===== src/rtl/core_pkg.sv =====
// Shared encodings and types for the ID/EX boundary of the 5-stage core.
package core_pkg;

    // ALU operation classes
    localparam logic [3:0] ALUOP_ADD  = 4'b0000;
    localparam logic [3:0] ALUOP_SUB  = 4'b0001;
    localparam logic [3:0] ALUOP_LOGIC = 4'b0010;
    localparam logic [3:0] ALUOP_SHIFT = 4'b0011;
    localparam logic [3:0] ALUOP_SLT  = 4'b0100;
    localparam logic [3:0] ALUOP_BR   = 4'b0101;
    localparam logic [3:0] ALUOP_LUI  = 4'b0110;

    // Writeback source select
    localparam logic [1:0] WB_ALU = 2'b00;
    localparam logic [1:0] WB_MEM = 2'b01;
    localparam logic [1:0] WB_PC4 = 2'b10;
    localparam logic [1:0] WB_IMM = 2'b11;

    // Next-PC select
    localparam logic [1:0] PCSIG_SEQ  = 2'b00;
    localparam logic [1:0] PCSIG_BR   = 2'b01;
    localparam logic [1:0] PCSIG_JAL  = 2'b10;
    localparam logic [1:0] PCSIG_JALR = 2'b11;

    // Decode control bundle carried from ID into EX
    typedef struct packed {
        logic       jal;
        logic       MemRead;
        logic       MemWrite;
        logic       ALUSrc1;
        logic       ALUSrc2;
        logic       RegWrite;
        logic [1:0] WhatToReg;
        logic [1:0] pcSig;
        logic       PC_enable;
        logic       PC_rst;
        logic [3:0] ALUOP;
    } ctrl_t;

    localparam int unsigned CTRL_W = $bits(ctrl_t);

    // Control bundle of a pipeline bubble (also the reset value)
    localparam ctrl_t BUBBLE_CTRL = '{
        jal:       1'b0,
        MemRead:   1'b0,
        MemWrite:  1'b0,
        ALUSrc1:   1'b0,
        ALUSrc2:   1'b0,
        RegWrite:  1'b0,
        WhatToReg: WB_ALU,
        pcSig:     PCSIG_SEQ,
        PC_enable: 1'b1,
        PC_rst:    1'b0,
        ALUOP:     ALUOP_ADD
    };

    // Halt sequencer states
    typedef enum logic [1:0] {
        ST_RUN    = 2'd0,
        ST_DRAIN  = 2'd1,
        ST_HALTED = 2'd2
    } ex_state_t;

endpackage


===== src/rtl/id_ex_stage_hazard_detect.sv =====
// Load-use hazard detection: a load in EX whose destination feeds the
// instruction currently in ID forces a one-cycle stall.
module hazard_detect (
    input  logic       ex_valid,
    input  logic       ex_mem_read,
    input  logic [4:0] ex_rd,
    input  logic       id_valid,
    input  logic [4:0] id_rs1,
    input  logic [4:0] id_rs2,
    output logic       stall
);

    assign stall = ex_valid & ex_mem_read & (ex_rd != 5'd0) &
                   ((ex_rd == id_rs1) | (ex_rd == id_rs2)) & id_valid;

endmodule


===== src/rtl/id_ex_stage.sv =====
// ID/EX pipeline register with bubble insertion for load-use stalls and
// branch flushes, plus the ECALL/FENCE restart and EBREAK drain/halt sequencer.
module id_ex_stage
    import core_pkg::*;
#(
    parameter int unsigned DW           = 32,
    parameter int unsigned DRAIN_CYCLES = 3
) (
    input  logic          clk,
    input  logic          rst,
    input  logic          id_valid,
    input  logic          id_jal,
    input  logic          id_MemRead,
    input  logic          id_MemWrite,
    input  logic          id_ALUSrc1,
    input  logic          id_ALUSrc2,
    input  logic          id_RegWrite,
    input  logic [1:0]    id_WhatToReg,
    input  logic [1:0]    id_pcSig,
    input  logic          id_PC_enable,
    input  logic          id_PC_rst,
    input  logic [3:0]    id_ALUOP,
    input  logic [DW-1:0] id_pc,
    input  logic [DW-1:0] id_rs1_data,
    input  logic [DW-1:0] id_rs2_data,
    input  logic [DW-1:0] id_imm,
    input  logic [4:0]    id_rs1,
    input  logic [4:0]    id_rs2,
    input  logic [4:0]    id_rd,
    input  logic [2:0]    id_funct3,
    input  logic          id_inst30,
    input  logic          ex_flush,
    output logic          ex_valid,
    output logic          ex_jal,
    output logic          ex_MemRead,
    output logic          ex_MemWrite,
    output logic          ex_ALUSrc1,
    output logic          ex_ALUSrc2,
    output logic          ex_RegWrite,
    output logic [1:0]    ex_WhatToReg,
    output logic [1:0]    ex_pcSig,
    output logic          ex_PC_enable,
    output logic          ex_PC_rst,
    output logic [3:0]    ex_ALUOP,
    output logic [DW-1:0] ex_pc,
    output logic [DW-1:0] ex_rs1_data,
    output logic [DW-1:0] ex_rs2_data,
    output logic [DW-1:0] ex_imm,
    output logic [4:0]    ex_rs1,
    output logic [4:0]    ex_rs2,
    output logic [4:0]    ex_rd,
    output logic [2:0]    ex_funct3,
    output logic          ex_inst30,
    output logic          ex_pc_rst,
    output logic          pc_write,
    output logic          ifid_write,
    output logic          halted
);

    localparam int unsigned CNT_W = $clog2(DRAIN_CYCLES + 1);
    localparam logic [CNT_W-1:0] DRAIN_LAST = CNT_W'(DRAIN_CYCLES - 1);

    ex_state_t        state;
    logic [CNT_W-1:0] drain_cnt;
    logic             halted_q;

    ctrl_t            id_ctrl;
    ctrl_t            ex_ctrl;
    logic             ex_valid_q;

    logic             stall;
    logic             running;
    logic             restart;
    logic             ebreak;
    logic             insert_bubble;

    hazard_detect u_hazard (
        .ex_valid    (ex_valid_q),
        .ex_mem_read (ex_ctrl.MemRead),
        .ex_rd       (ex_rd),
        .id_valid    (id_valid),
        .id_rs1      (id_rs1),
        .id_rs2      (id_rs2),
        .stall       (stall)
    );

    // Pack the decode controls into the shared bundle layout
    always_comb begin
        id_ctrl           = BUBBLE_CTRL;
        id_ctrl.jal       = id_jal;
        id_ctrl.MemRead   = id_MemRead;
        id_ctrl.MemWrite  = id_MemWrite;
        id_ctrl.ALUSrc1   = id_ALUSrc1;
        id_ctrl.ALUSrc2   = id_ALUSrc2;
        id_ctrl.RegWrite  = id_RegWrite;
        id_ctrl.WhatToReg = id_WhatToReg;
        id_ctrl.pcSig     = id_pcSig;
        id_ctrl.PC_enable = id_PC_enable;
        id_ctrl.PC_rst    = id_PC_rst;
        id_ctrl.ALUOP     = id_ALUOP;
    end

    assign running = (state == ST_RUN);
    assign restart = running & ex_valid_q & ex_ctrl.PC_rst;
    assign ebreak  = running & ex_valid_q & ~ex_ctrl.PC_enable & ~ex_ctrl.PC_rst;

    // Any non-RUN state, restart, EBREAK, flush or stall turns the next EX slot
    // into a bubble; an empty ID slot is loaded as a bubble too.
    assign insert_bubble = ~running | restart | ebreak | ex_flush | stall | ~id_valid;

    // Flush and restart redirect fetch, so they override the load-use freeze
    assign pc_write   = running & (~stall | ex_flush | restart);
    assign ifid_write = pc_write;
    assign ex_pc_rst  = restart;
    assign halted     = halted_q;

    // Pipeline register: reset and bubble share the same contents
    always_ff @(posedge clk) begin
        if (rst || insert_bubble) begin
            ex_valid_q  <= 1'b0;
            ex_ctrl     <= BUBBLE_CTRL;
            ex_pc       <= '0;
            ex_rs1_data <= '0;
            ex_rs2_data <= '0;
            ex_imm      <= '0;
            ex_rs1      <= '0;
            ex_rs2      <= '0;
            ex_rd       <= '0;
            ex_funct3   <= '0;
            ex_inst30   <= 1'b0;
        end else begin
            ex_valid_q  <= 1'b1;
            ex_ctrl     <= id_ctrl;
            ex_pc       <= id_pc;
            ex_rs1_data <= id_rs1_data;
            ex_rs2_data <= id_rs2_data;
            ex_imm      <= id_imm;
            ex_rs1      <= id_rs1;
            ex_rs2      <= id_rs2;
            ex_rd       <= id_rd;
            ex_funct3   <= id_funct3;
            ex_inst30   <= id_inst30;
        end
    end

    // Halt sequencer: EBREAK in EX drains the back end, then halts until reset
    always_ff @(posedge clk) begin
        if (rst) begin
            state     <= ST_RUN;
            drain_cnt <= '0;
            halted_q  <= 1'b0;
        end else begin
            case (state)
                ST_RUN: begin
                    if (ebreak) begin
                        state     <= ST_DRAIN;
                        drain_cnt <= '0;
                    end
                end
                ST_DRAIN: begin
                    drain_cnt <= drain_cnt + 1'b1;
                    if (drain_cnt == DRAIN_LAST) begin
                        state    <= ST_HALTED;
                        halted_q <= 1'b1;
                    end
                end
                ST_HALTED: begin
                    halted_q <= 1'b1;
                end
                default: begin
                    state     <= ST_RUN;
                    drain_cnt <= '0;
                    halted_q  <= 1'b0;
                end
            endcase
        end
    end

    assign ex_valid     = ex_valid_q;
    assign ex_jal       = ex_ctrl.jal;
    assign ex_MemRead   = ex_ctrl.MemRead;
    assign ex_MemWrite  = ex_ctrl.MemWrite;
    assign ex_ALUSrc1   = ex_ctrl.ALUSrc1;
    assign ex_ALUSrc2   = ex_ctrl.ALUSrc2;
    assign ex_RegWrite  = ex_ctrl.RegWrite;
    assign ex_WhatToReg = ex_ctrl.WhatToReg;
    assign ex_pcSig     = ex_ctrl.pcSig;
    assign ex_PC_enable = ex_ctrl.PC_enable;
    assign ex_PC_rst    = ex_ctrl.PC_rst;
    assign ex_ALUOP     = ex_ctrl.ALUOP;

endmodule

===== config.mk =====
export PLATFORM = sky130hd
export DESIGN_NAME = id_ex_stage
export DESIGN_NICKNAME = d
export VERILOG_FILES = /design/src/rtl/core_pkg.sv /design/src/rtl/id_ex_stage_hazard_detect.sv /design/src/rtl/id_ex_stage.sv
export SDC_FILE = /design/constraint.sdc
export NUM_CORES = 1
export LEC_CHECK = 0
export ABC_CLOCK_PERIOD_IN_PS = 2700
export CELL_PAD_IN_SITES_DETAIL_PLACEMENT = 1
export CELL_PAD_IN_SITES_GLOBAL_PLACEMENT = 1
export CORE_UTILIZATION = 26
export CTS_CLUSTER_SIZE = 12
export DETAILED_ROUTE_END_ITERATION = 6
export HOLD_SLACK_MARGIN = 0.05
export PLACE_DENSITY = 0.8
export SLEW_MARGIN = 10
export SYNTH_ARGS = -nofsm -noshare
export SYNTH_HDL_FRONTEND = slang
export SYNTH_HIERARCHICAL = 1
export SYNTH_SLANG_ARGS = --single-unit
export TNS_END_PERCENT = 50

===== constraint.sdc =====
create_clock -name clk -period 2.7 [get_ports clk]
set_input_delay 0.54 -clock clk [delete_from_list [all_inputs] [get_ports clk]]
set_output_delay 0.54 -clock clk [all_outputs]
set_load 0.02 [all_outputs]

======== Word-level counts from Yosys, hierarchy flattened ========
Cells that the tools add are included.
operators by class
  multiplexer cells ....................... 8
  bitwise operators ....................... 23
  equality and inequality tests ........... 7
  $add $sub $neg .......................... 1
  reduce and logical (&&, ||, !) cells .... 6
operators by type and width
  kind                 count
  $pmux 2 s3           2
  $eq 5x5->1           2
  $and 1x1->1          9
  $or 1x1->1           8
  $mux 2               3
  $not 1->1            6
  $reduce_bool 5->1    1
  $eq 2x2->1 const B   2
  $reduce_and 2->1     2
  $pmux 1 s3           1
  $reduce_and 3->1     1
  $add 2x1->2 const B  1
  $eq 2x1->1 const B   1
  $logic_not 2->1      1
  $mux 1               2
  $ne 2x1->1 const B   1
  $ne 2x2->1 const B   1
  $logic_or 1x1->1     1
word-level totals
  register bits ........................... 169
  input port bits ......................... 167
  output and inout port bits .............. 168

======== Depth between registers and ports, before layout ========
Gate-level depths: netlist of the first run.
  word-level depth ........................ 10
  depth in mapped cells ................... 9
  depth with buffers taken out ............ 7

======== Cells and area by module ========
Netlist of the first run, hierarchy kept.
by module, submodules not included
  module         area each (um2)  cells each  times used
  id_ex_stage    5087.4           388         1
  hazard_detect  128.9            17          1

======== Worst setup path after synthesis of the first run ========
No wires, ideal clock.
  kind .................................... register to output
  start point ............................. register ex_rd[3]
  end point ............................... output pc_write
  stages on the path, launching flop included .. 6
  arrival ................................. 1775 ps
  path slack .............................. 385 ps
  required time ........................... 2160 ps
  cells stage by stage .................... dfxtp_1 -> or4_1 -> o2111ai_1 -> a21oi_1 -> a21oi_1 -> buf_4
on the way
  cells in the longest elaborated chain, start to end .. 8
  elaborated cells on any way between the ends .. 11
  those cells by class .................... eq/ne: 2; bitwise: 8; reduce/logical: 1
ends and longest elaborated chain
  item                                                    line                                                              text
  start, declared                                         id_ex_stage.sv:51                                                 output logic [4:0] ex_rd,
  start signal, assigned                                  id_ex_stage.sv:140                                                ex_rd <= id_rd;
  $eq 5x5->1 / $reduce_bool 5->1 (equally long branches)  id_ex_stage_hazard_detect.sv:14, id_ex_stage_hazard_detect.sv:13
  $or 1x1->1 / $and 1x1->1 (equally long branches)        id_ex_stage_hazard_detect.sv:14, id_ex_stage_hazard_detect.sv:13
  $and 1x1->1 *                                           id_ex_stage_hazard_detect.sv:13                                   assign stall = ex_valid & ex_mem_read & (ex_rd != 5'd0) &
  $and 1x1->1 *                                           id_ex_stage_hazard_detect.sv:14                                   ((ex_rd == id_rs1) | (ex_rd == id_rs2)) & id_valid;
  via stall                                               id_ex_stage.sv:71                                                 logic stall;
  $not 1->1 *                                             id_ex_stage.sv:112                                                assign pc_write = running & (~stall | ex_flush | restart);
  $or 1x1->1 * (2 in a row)                               id_ex_stage.sv:112
  $and 1x1->1 *                                           id_ex_stage.sv:112
  end, declared                                           id_ex_stage.sv:55                                                 output logic pc_write,
Mark *: on every way through the listed nets, which the timed path passes. The rest lies on a longest branch.

======== Worst setup path in the final report of the first run ========
  start point ............................. register state[1]
  end point ............................... output ex_pc_rst
on the way
  cells in the longest elaborated chain, start to end .. 3
ends and longest elaborated chain
  item                      line                text
  start, declared           id_ex_stage.sv:63   ex_state_t state;
  start signal, assigned    id_ex_stage.sv:149  state <= ST_RUN;
  start signal, assigned    id_ex_stage.sv:156  state <= ST_DRAIN;
  start signal, assigned    id_ex_stage.sv:163  state <= ST_HALTED;
  $logic_not 2->1           id_ex_stage.sv:103  assign running = (state == ST_RUN);
  $and 1x1->1 (2 in a row)  id_ex_stage.sv:104  assign restart = running & ex_valid_q & ex_ctrl.PC_rst;
  end, declared             id_ex_stage.sv:54   output logic ex_pc_rst,
No other way between the ends.

==> results.cfg, run 1 <==
[clock_tree]
ctsHtreeMaxLevel = 4
cts_sinks = 169
cts_buffers = 17
clk_pin_slew_ns = 0.07
clk-insertion-delay-late_ns = 0.43
cts_tree = done
clockBufferDepth = 2
root_buffer = clkbuf_16
cts_setup_buffers = 0

[placement]
gp_routability_congestion = 0.7018
hpwlAfterDp_um = 11960
port_buffers = 334
dp.cells = 987

[worst_hold_path]
hold_class = flop to flop
hold_start = halted$_SDFFE_PP0P_
min_path_cells = 2
worstHoldEndpoint = halted$_SDFFE_PP0P_

[yosys]
synth-main-ff-cell = dfxtp_1
synthMuxAreaShare_pct = 0.1919
synth_edf_count = 0
synthCells = 405
synthSimpleGateAreaFrac_pct = 25.45
synth.largest_area_cell = dfxtp_1
syn-cell-area_mm2 = 0.005216
yosysTopAreaCellShare_pct = 64.86
synth-seq-area-share_pct = 64.86
synth-compound-area-share_pct = 2.063
ys_warn_count = 6
synth_xor_area_share_pct = 1.679
syn_area_per_cell_um2 = 12.88
synth_top_cells_by_area = dfxtp_1 (65%), and2_4 (13%), and2_1 (10%)
yosysUniqueCellTypes = 29
ys_ff_latch = 169
synth_nets = 577
synthAdderAreaFrac_pct = 1.199
synth_top_family_by_area = simple AND/OR/NAND/NOR gates
async_flop_share_pct = 0

[floorplanning]
fp.coreArea_mm2 = 0.01959
io_pins = 335
die_w_um = 143.6
rows = 51
start_util_pct = 26.63
dieArea_mm2 = 0.02063
dieHeight_um = 143.6

[layout]
fillers = 2092
layout.nets = 913
drive_above_1_share_pct = 15.92
insertedDiodeCount = 0
instances_no_fill = 1019
synthToLayoutAreaGrowth_pct = 78.41
post-route-util_pct = 47.51

[run_status]
outcome = complete, no violations

[worst_setup_path]
r2r_start = ex_rd[3]$_SDFF_PP0_
crit_start = state[1]$_SDFFE_PP0P_
reg2reg_to = ex_pc[4]$_SDFF_PP0_
start_kind = flop
criticalPathCategory = flop to output pin
ff2ff_setup_slack_ns = 0.41
required_ns = 2.16
cp_max_fo = 9
critPathArrivalTime_ns = 2.00
worst_setup_path_end_kind = output pin
reg2reg_depth = 7

[drt]
ant_nets = 0
wirelength_um = 15340
via_per_inst = 3.910
vias = 3984
dr.pass1.iters = 3
routedWlPerCell_um = 15.05
drc = 0
drtIter0Drc = 65

[global_route]
grt_max_degree = 77
track_usage_pct = 14.75
grt_pass1_wl_um = 22470
grt_pass1_vias = 4211
grt_overflow_total = 0
antenna_found_initial = 0

[power]
total_leakage_power_nw = 3.650
powerDensity_mw_per_mm2 = 619.2
vdd_drop_max_mv = 0.3817

[sta]
hold_viol = 0
final.period_utilization_pct = 93.99
maxSlewViolCount = 0
tightest_slew_ns = 0.3509
rsz0062_at_grt = no
fmax_mhz = 394.1
setup_viol = 0
clock_skew_ns = 0.01522
relSlewSlack_pct = 76.55
finalCriticalPeriod_ns = 2.538

[flow_run]
maxCapViolCount = 0
[metal layers]
metal	up-vias	GRT usage [%]	routed length [um]
met5	-	0	0
met4	0	6.215	241
met3	15	8.064	1980
met2	221	24.99	7575
met1	1820	14.98	5542
li1	1928	-	-
[kinds of logic (layout without fill, tap and decap cells)]
family | count (synthesis) | in the layout
simple gates | 178 | 178
flops | 169 | 169
buf+inv | 26 | 375
compound gates | 16 | 16
xor+xnor | 10 | 10
fa+ha+maj | 5 | 5
mux | 1 | 1
[worst max path at each step]
stage / to / slack, ns / depth (start not counted)
6_report: ex_pc_rst / 0.16 / 4
5_1_grt: ex_pc_rst / 0.04 / 4
4_1_cts: ifid_write / 0.02 / 5
3_5_place_dp: ifid_write / -0.23 / 7
3_3_place_gp: pc_write / -0.16 / 7
2_1_floorplan: pc_write / 0.39 / 5
[synth_stat cells, types with 2 or more instances]
master and count:
inv_1 6, buf_6 18, dfxtp_1 169, o2111ai_1 3, nand3_1 2, xnor2_1 4, nor3_1 2, and2_4 79
o211ai_1 3, nand2b_1 3, and2_1 83, ha_1 5, a211oi_1 3, a21oi_1 5, xor2_1 6
[flip-flops by register name (all words and copies together) (netlist names), 2 cells and up]
name	cells
ex_rs1	5
state	2
ex_rd	5
ex_pcSig	2
ex_pc	32
ex_rs2_data	32
ex_funct3	3
drain_cnt	2
ex_ALUOP	4
ex_rs2	5
ex_WhatToReg	2
ex_rs1_data	32
ex_imm	32
[timing repair]
| action | 4_1_cts | 5_1_grt |
|---|---|---|
| setup endpoints to repair | 2 | 2 |
| resized for setup | 6 | 3 |
| endpoints found under the hold margin | 0 | 0 |
| hold buffers | 0 | 0 |
[power breakdown]
group,internal [mW],switching [mW]
combinational,0.466,0.296
clock,1.26,1.12
sequential,2.58,0.0329
[final cells by class]
class	instances	area, um2	share of cell area, %
Clock buffer	18	439.2	4.719
Clock inverter	14	150.1	1.613
Inverter	6	22.52	0.2420
Multi-Input combinational cell	210	1599	17.18
Sequential cell	169	3383	36.35
Tap cell	265	331.6	3.563
Timing Repair Buffer	337	3381	36.33
[critical path, cell delays in order (launching register included)]
cell and delay [ns]:
dfxtp_1 0.31, inv_1 0.11, ha_1 0.34, and3_1 0.20, clkdlybuf4s50_1 0.62
[layout by cell type, fill, tap and decap left out, types with 2 or more instances in the layout]
cell type / synthesis / routed
a211oi_1: 3 / 3
a21oi_1: 5 / 4
and2_1: 83 / 83
and2_4: 79 / 79
buf_12: 0 / 2
buf_2: 1 / 2
clkbuf_16: 0 / 17
clkdlybuf4s50_1: 0 / 332
clkinv_4: 0 / 2
clkinv_8: 0 / 2
clkinvlp_4: 0 / 2
dfxtp_1: 169 / 169
ha_1: 5 / 5
inv_1: 6 / 6
inv_6: 0 / 2
inv_8: 0 / 6
nand2b_1: 3 / 3
nand3_1: 2 / 2
nor3_1: 2 / 2
o2111ai_1: 3 / 3
o211ai_1: 3 / 3
xnor2_1: 4 / 4
xor2_1: 6 / 6
[per-stage QoR]
step,instance area (um2),power (mW),setup WS (ns),hold WS (ns),setup TNS (ns)
after floorplan,5216,3.000,0.3851,0.4620,0
after global placement,8723,3.438,-0.1576,0.4627,-0.3145
after detailed placement,8723,3.453,-0.2302,0.4883,-0.7491
after CTS,9315,5.876,0.01922,0.5028,0
after global routing,9306,6.039,0.03641,0.5278,0
final,9306,5.762,0.1623,0.4933,0
Note: power is estimated with default switching activity, not from simulation.
==> run 2: changes to the inputs <==
Settings changed: ABC_CLOCK_PERIOD_IN_PS 2700 to not set.
==> results of run 2 <==
Final layout, timing and power as in run 1 (identical DEF).
